--- config.mk ---
export PLATFORM = sky130hd
export DESIGN_NAME = dsp_mac_seq_flat
export DESIGN_NICKNAME = d
export VERILOG_FILES = /design/src/rtl/dsp_mac_seq_pkg.sv /design/src/rtl/dsp_mac_seq_if.sv /design/src/rtl/dsp_mac_seq_out_fifo.sv /design/src/rtl/dsp_mac_seq.sv /design/src/flat_wrapper.sv
export SDC_FILE = /design/constraint.sdc
export NUM_CORES = 1
export LEC_CHECK = 0
export ABC_AREA = 1
export CORE_MARGIN = 2
export CORE_UTILIZATION = 54
export CTS_CLUSTER_DIAMETER = 150
export CTS_CLUSTER_SIZE = 8
export DETAILED_ROUTE_END_ITERATION = 8
export GPL_TIMING_DRIVEN = 1
export PLACE_DENSITY = 0.85
export SLEW_MARGIN = 0
export SYNTH_ARGS = -nofsm -noshare
export SYNTH_HDL_FRONTEND = slang
export SYNTH_HIERARCHICAL = 1
export SYNTH_SLANG_ARGS = --single-unit
export TNS_END_PERCENT = 100
--- constraint.sdc ---
create_clock -name clk -period 5.08 [get_ports clk]
set_input_delay 1.016 -clock clk [delete_from_list [all_inputs] [get_ports clk]]
set_output_delay 1.016 -clock clk [all_outputs]
set_load 0.05 [all_outputs]
--- src/rtl/dsp_mac_seq_pkg.sv ---
// Shared types and constants for the dot-product sequencer around the DSP48A1 slice.
package dsp_mac_pkg;

  localparam logic [7:0] OPM_FIRST = 8'h01;
  localparam logic [7:0] OPM_ACC   = 8'h09;

  typedef enum logic [0:0] {
    S_FIRST = 1'b0,
    S_ACC   = 1'b1
  } mac_state_e;

  typedef struct packed {
    logic valid;
    logic first;
    logic last;
  } beat_tag_t;

endpackage

--- src/rtl/dsp_mac_seq_if.sv ---
// Stream-side bundle: (a,b) beats in, one accumulated result per vector out.
interface dsp_mac_seq_if #(
  parameter int LEN_W = 16
);
  logic               s_valid;
  logic               s_ready;
  logic signed [17:0] s_a;
  logic signed [17:0] s_b;
  logic               s_last;
  logic               m_valid;
  logic               m_ready;
  logic [47:0]        m_data;
  logic [LEN_W-1:0]   m_len;
  logic               m_ovf;

  modport master (
    output s_valid, s_a, s_b, s_last, m_ready,
    input  s_ready, m_valid, m_data, m_len, m_ovf
  );

  modport slave (
    input  s_valid, s_a, s_b, s_last, m_ready,
    output s_ready, m_valid, m_data, m_len, m_ovf
  );
endinterface

--- src/rtl/dsp_mac_seq_out_fifo.sv ---
// Two-entry result FIFO; head entry is always visible, push and pop may share an edge.
module mac_out_fifo #(
  parameter int W = 65
) (
  input  logic         clk,
  input  logic         rst,
  input  logic         push,
  input  logic [W-1:0] push_data,
  input  logic         pop,
  output logic [W-1:0] head,
  output logic [1:0]   count
);

  logic [W-1:0] mem [2];
  logic         wr_ptr;
  logic         rd_ptr;
  logic         pop_ok;
  logic         push_ok;

  assign pop_ok  = pop && (count != 2'd0);
  assign push_ok = push && ((count != 2'd2) || pop_ok);
  assign head    = mem[rd_ptr];

  always_ff @(posedge clk) begin
    if (rst) begin
      mem[0] <= '0;
      mem[1] <= '0;
      wr_ptr <= 1'b0;
      rd_ptr <= 1'b0;
      count  <= 2'd0;
    end else begin
      if (push_ok) begin
        mem[wr_ptr] <= push_data;
        wr_ptr      <= ~wr_ptr;
      end
      if (pop_ok) begin
        rd_ptr <= ~rd_ptr;
      end
      case ({push_ok, pop_ok})
        2'b10:   count <= count + 2'd1;
        2'b01:   count <= count - 2'd1;
        default: count <= count;
      endcase
    end
  end

endmodule

--- src/rtl/dsp_mac_seq.sv ---
// Drives a DSP48A1 slice to accumulate sum(a*b) per vector and queues one result per vector.
module dsp_mac_seq
  import dsp_mac_pkg::*;
#(
  parameter int DSP_LAT = 3,
  parameter int LEN_W   = 16
) (
  input  logic        clk,
  input  logic        rst,
  dsp_mac_seq_if.slave bus,
  output logic [17:0] dsp_a,
  output logic [17:0] dsp_b,
  output logic [7:0]  dsp_opmode,
  output logic        dsp_cep,
  output logic        dsp_rstp,
  input  logic [47:0] dsp_p,
  input  logic        dsp_carryout
);

  localparam logic [0:0] ST_FIRST = S_FIRST;
  localparam logic [0:0] ST_ACC   = S_ACC;
  localparam int         FW       = 48 + LEN_W + 1;

  logic [0:0]              state;
  beat_tag_t [DSP_LAT:0]   taps;
  beat_tag_t               new_tag;
  beat_tag_t               p_tag;
  logic                    accept;
  logic                    s_ready;
  logic [2:0]              lasts_in_flight;
  logic [2:0]              busy;
  logic [1:0]              fifo_count;
  logic [FW-1:0]           fifo_head;
  logic [LEN_W-1:0]        len_cnt;
  logic [LEN_W-1:0]        len_next;
  logic                    ovf_acc;
  logic                    ovf_next;
  logic                    push;
  logic                    pop;

  // A result slot is reserved as soon as a last beat enters the pipe, so pushes never see a full FIFO.
  always_comb begin
    lasts_in_flight = 3'd0;
    for (int k = 0; k <= DSP_LAT; k++) begin
      if (taps[k].valid && taps[k].last) begin
        lasts_in_flight = lasts_in_flight + 3'd1;
      end
    end
  end

  assign busy        = {1'b0, fifo_count} + lasts_in_flight;
  assign s_ready     = (busy < 3'd2);
  assign bus.s_ready = s_ready;
  assign accept      = bus.s_valid && s_ready;

  always_comb begin
    new_tag       = '0;
    new_tag.valid = accept;
    new_tag.first = accept && (state == ST_FIRST);
    new_tag.last  = accept && bus.s_last;
  end

  assign p_tag    = taps[DSP_LAT];
  assign dsp_cep  = taps[DSP_LAT-1].valid;
  assign dsp_rstp = rst;

  // Length and overflow are tracked at the P stage so they stay aligned with the captured sum.
  always_comb begin
    if (p_tag.first) begin
      len_next = LEN_W'(1);
      ovf_next = 1'b0;
    end else begin
      len_next = (len_cnt == '1) ? len_cnt : len_cnt + LEN_W'(1);
      ovf_next = ovf_acc | dsp_carryout;
    end
  end

  assign push = p_tag.valid && p_tag.last;
  assign pop  = bus.m_valid && bus.m_ready;

  always_ff @(posedge clk) begin
    if (rst) begin
      state      <= ST_FIRST;
      dsp_a      <= '0;
      dsp_b      <= '0;
      dsp_opmode <= '0;
      taps       <= '0;
      len_cnt    <= '0;
      ovf_acc    <= 1'b0;
    end else begin
      if (accept) begin
        dsp_a <= bus.s_a;
        dsp_b <= bus.s_b;
        if (state == ST_FIRST && !bus.s_last) begin
          state <= ST_ACC;
        end else if (state == ST_ACC && bus.s_last) begin
          state <= ST_FIRST;
        end
      end
      taps <= {taps[DSP_LAT-1:0], new_tag};
      if (taps[DSP_LAT-2].valid) begin
        dsp_opmode <= taps[DSP_LAT-2].first ? OPM_FIRST : OPM_ACC;
      end else begin
        dsp_opmode <= 8'h00;
      end
      if (p_tag.valid) begin
        len_cnt <= len_next;
        ovf_acc <= ovf_next;
      end
    end
  end

  mac_out_fifo #(
    .W(FW)
  ) u_fifo (
    .clk       (clk),
    .rst       (rst),
    .push      (push),
    .push_data ({dsp_p, len_next, ovf_next}),
    .pop       (pop),
    .head      (fifo_head),
    .count     (fifo_count)
  );

  assign bus.m_valid = (fifo_count != 2'd0);
  assign bus.m_data  = fifo_head[FW-1 -: 48];
  assign bus.m_len   = fifo_head[LEN_W:1];
  assign bus.m_ovf   = fifo_head[0];

endmodule

--- src/flat_wrapper.sv ---
// flat-port wrapper written by rule: the top's interface ports become plain ports
module dsp_mac_seq_flat import dsp_mac_pkg::*;
#(
  parameter int DSP_LAT = 3,
  parameter int LEN_W   = 16
)
  (clk, rst, dsp_a, dsp_b, dsp_opmode, dsp_cep, dsp_rstp, dsp_p, dsp_carryout, bus_s_valid, bus_s_a, bus_s_b, bus_s_last, bus_m_ready, bus_s_ready, bus_m_valid, bus_m_data, bus_m_len, bus_m_ovf);
  dsp_mac_seq_if #(.LEN_W(LEN_W)) bus_i ();
  input  logic clk;
  input  logic rst;
  output logic [17:0] dsp_a;
  output logic [17:0] dsp_b;
  output logic [7:0] dsp_opmode;
  output logic dsp_cep;
  output logic dsp_rstp;
  input  logic [47:0] dsp_p;
  input  logic dsp_carryout;
  input wire logic [$bits(bus_i.s_valid)-1:0] bus_s_valid;
  input wire logic [$bits(bus_i.s_a)-1:0] bus_s_a;
  input wire logic [$bits(bus_i.s_b)-1:0] bus_s_b;
  input wire logic [$bits(bus_i.s_last)-1:0] bus_s_last;
  input wire logic [$bits(bus_i.m_ready)-1:0] bus_m_ready;
  output wire logic [$bits(bus_i.s_ready)-1:0] bus_s_ready;
  output wire logic [$bits(bus_i.m_valid)-1:0] bus_m_valid;
  output wire logic [$bits(bus_i.m_data)-1:0] bus_m_data;
  output wire logic [$bits(bus_i.m_len)-1:0] bus_m_len;
  output wire logic [$bits(bus_i.m_ovf)-1:0] bus_m_ovf;
  assign bus_i.s_valid = bus_s_valid;
  assign bus_i.s_a = bus_s_a;
  assign bus_i.s_b = bus_s_b;
  assign bus_i.s_last = bus_s_last;
  assign bus_i.m_ready = bus_m_ready;
  assign bus_s_ready = bus_i.s_ready;
  assign bus_m_valid = bus_i.m_valid;
  assign bus_m_data = bus_i.m_data;
  assign bus_m_len = bus_i.m_len;
  assign bus_m_ovf = bus_i.m_ovf;
  dsp_mac_seq #(.DSP_LAT(DSP_LAT), .LEN_W(LEN_W)) u_core (.clk(clk), .rst(rst), .bus(bus_i), .dsp_a(dsp_a), .dsp_b(dsp_b), .dsp_opmode(dsp_opmode), .dsp_cep(dsp_cep), .dsp_rstp(dsp_rstp), .dsp_p(dsp_p), .dsp_carryout(dsp_carryout));
endmodule
==> impl_results.md <==
* Status: completed
* Part of the power in combinational logic at 0.110
* CTS root buffer: clkbuf_16
* Clk buf depth at 3
* Final Max Slew Viols at 0
* Post-synth top area share at 0.4346
* Switching Power at 928.2 µW
* Worst vdd ir at 0.2791 mV
* Max Used Layer: met5
* Buf/Inv on CP at 4
* Area Growth Syn to Fin at 31.52%
* Port bufs at 196
* Die extent in y at 133.0 µm
* Hold crit path type: flop to flop
* Cell area after synthesis at 8982 µm²
* Synth Instances at 883
* Final setup viols at 0
* Int Pwr at 3.029 mW
* Share of layout cells above drive strength 1 at 0.1422
* Final TNS setup at 0 ns
* Initial antenna violation count at 1
* CP peak stage delay at 0.84 ns
* Period utilization at 0.9232
* Syn avg cell area at 10.17 µm²
* Seq cells post-synth at 203
* Initial Util at 0.5475
* Met3 WL at 1638 µm
* Vias at 6589
* Seq/Total Area, Yosys at 0.5973
* Postcts setup bufs at 0
* Sequential share of power at 0.466
* Chip width at 133.0 µm
* Antenna-violating nets left at 0
* CTS clk-pin slew, worst paths at 0.05 ns
* Yosys cell types at 36
* Synth area leaders: edfxtp_1, dfxtp_1, nor2_1
* Num CTS Buffers at 29
* Vias/cell at 5.003
* Remaining Overflow, GRT at 0
* P_leak at 4.816 nW
* Met1 Routed Length at 7809 µm
* Total Power at 3.958 mW
* PwrDens at 335.0 nW/µm²
* Clock network power share at 0.425
* Cell repeated most along the worst path: nand2_1
* Tightest Pin Transition at 0.8918 ns
* WL/cell at 14.47 µm
* YS warnings at 6
* Core box area at 16410 µm²
* Min Tclk post-route at 4.690 ns
* Worst skew pair latency at 0.52 ns
* Most frequent cells in the layout: nor2_1, clkdlybuf4s50_1, edfxtp_1
* Final Hold Fails at 0
* Largest net degree at the start of global routing at 67
* Worst Setup End Kind: output port
* Crit path launch type: flop
* Overall Global Routing Usage at 0.2112
* Commonest non-fill, non-tap cell in the layout: nor2_1
* Crit-path leading delay family: buffers and inverters
* Critical path type: flop to output port
* Post-cts resize count at 0
* CTS Hold Buffers Added at 0
* Worst path slowest cell: clkdlybuf4s50_1
* Rows at 47
* Die area at 17680 µm²
* Nets at 1175
* Global-route wire length before repair at 30470 µm
* RSZ-0062 raised after global routing: no
* Switching share of power at 0.2345
* Worst Path Required at 4.06 ns
* Gpl congestion at 0.8980
* Fmax at 213.2 MHz
* Crit path cell chain: nand2_1 -> ha_1 -> inv_1 -> nand2_1 -> nand2_1 -> inv_1 -> ha_1 -> a21oi_1 -> fa_1 -> inv_1 -> nand4_1 -> nand3_1 -> nand2_1 -> nor2_1 -> clkdlybuf4s50_1
* Max-cap viol count at 0
* DP HPWL at 12380 µm
* DRC Markers at 0
* Vias in the first global route at 6515
* Metal2 WL at 9190 µm
* Max FO, Critical Path at 3
* Clock Skew at 0.01275 ns
* Data arrival time of the critical path at 3.67 ns
* I/O pin total at 203
* # clock sinks at 203
* Diode count at 0
* WL final at 19060 µm
* Starting DRC count in detailed routing at 330
* H-tree depth at 1
* Pre-antenna DRT Iters at 5
* Synth area leader: edfxtp_1
* TritonCTS clock tree: yes
* Slew margin rel. at 0.4055
-- cell families (layout without fill, tap and decap cells) --
kind of cell,after synthesis,in the layout,share of synthesized area
compound gates,85,85,0.04820
other cells,1,6,0.0004175
simple gates,343,343,0.1673
mux,65,65,0.08149
flops,203,203,0.5973
xor+xnor,6,6,0.005850
fa+ha+maj,6,6,0.009194
buf+inv,174,383,0.09026
-- path summary, 6_finish.rpt --
check                endpoint  cells past startpoint      startpoint  slack, ns
max reg2reg  u_core/dsp_a[16]                     16  u_core/taps[2]       1.75
min            u_core/taps[4]                      2  u_core/taps[1]       0.40
max               bus_s_ready                     15  u_core/taps[2]       0.39
min reg2reg    u_core/taps[4]                      2  u_core/taps[1]       0.40
-- synthesized netlist by cell type (all sizes together) --
| library cell | count |
|---|---|
| dfxtp | 73 |
| inv | 128 |
| fa | 1 |
| clkbuf | 10 |
| o21a | 1 |
| mux2 | 65 |
| or2 | 1 |
| o211ai | 1 |
| nor2 | 243 |
| a21oi | 20 |
| nand4 | 11 |
| a211oi | 1 |
| nand3 | 20 |
| o21ai | 62 |
| ha | 5 |
| xor2 | 1 |
| nor3 | 6 |
| conb | 1 |
| edfxtp | 130 |
| and2 | 1 |
| buf | 36 |
| xnor2 | 5 |
| nand2 | 61 |
-- metal layers --
layer  GRT usage  vias up
met5           0        -
met4     0.07049        2
met2      0.3667      258
met3     0.05939       35
met1      0.2535     3064
li1            -     3230
-- power groups by stage --
stage / sequential [mW] / combinational (mW) / clock, mW
after detailed placement: 1.87 / 0.433 / 0
after global routing: 1.85 / 0.461 / 1.78
after CTS: 1.84 / 0.436 / 1.71
after global placement: 1.87 / 0.429 / 0
final: 1.84 / 0.434 / 1.68
after floorplan: 1.94 / 0.187 / 0
-- final cells by class --
cell class,instances,area (µm²)
sequential,203,5366
clock inverter,1,7.507
multi-input combinational,511,2848
timing repair buffer,206,2037
inverter,128,483.0
tap,220,275.3
clock buffer,48,797.0
fill,1111,4593
-- state kept, by name, summed over array words and instances, names as in the netlist, named ones only --
name and count:
u_core/u_fifo/rd_ptr 1, u_core/u_fifo/wr_ptr 1, u_core/dsp_b 18, u_core/p_tag 3, u_core/state 1, u_core/len_cnt 16, u_core/u_fifo/mem 130, u_core/taps 8
u_core/dsp_opmode 2, u_core/u_fifo/count 2, u_core/dsp_a 18, u_core/dsp_cep 1, u_core/ovf_acc 1
-- tightest hold or removal path, cell delays in order, from the launching register on --
cell     delay (ns)
dfxtp_1        0.29
inv_1          0.04
nor2_1         0.03
-- metrics by stage --
stage                     instances  hold slack (ns)  utilization  worst slack (ns)  instance area, µm²
after CTS                      1317           0.3992       0.7200            0.3863               11810
after detailed placement       1268           0.3927       0.6710            0.9284               11010
final                          1317           0.4023       0.7200            0.3900               11810
after global placement         1268           0.3941       0.6710             1.015               11010
after global routing           1317           0.4273       0.7200           0.06675               11810
after floorplan                 888           0.3883            -             1.265                9001
No activity file was read; power rests on OpenSTA's default activity.
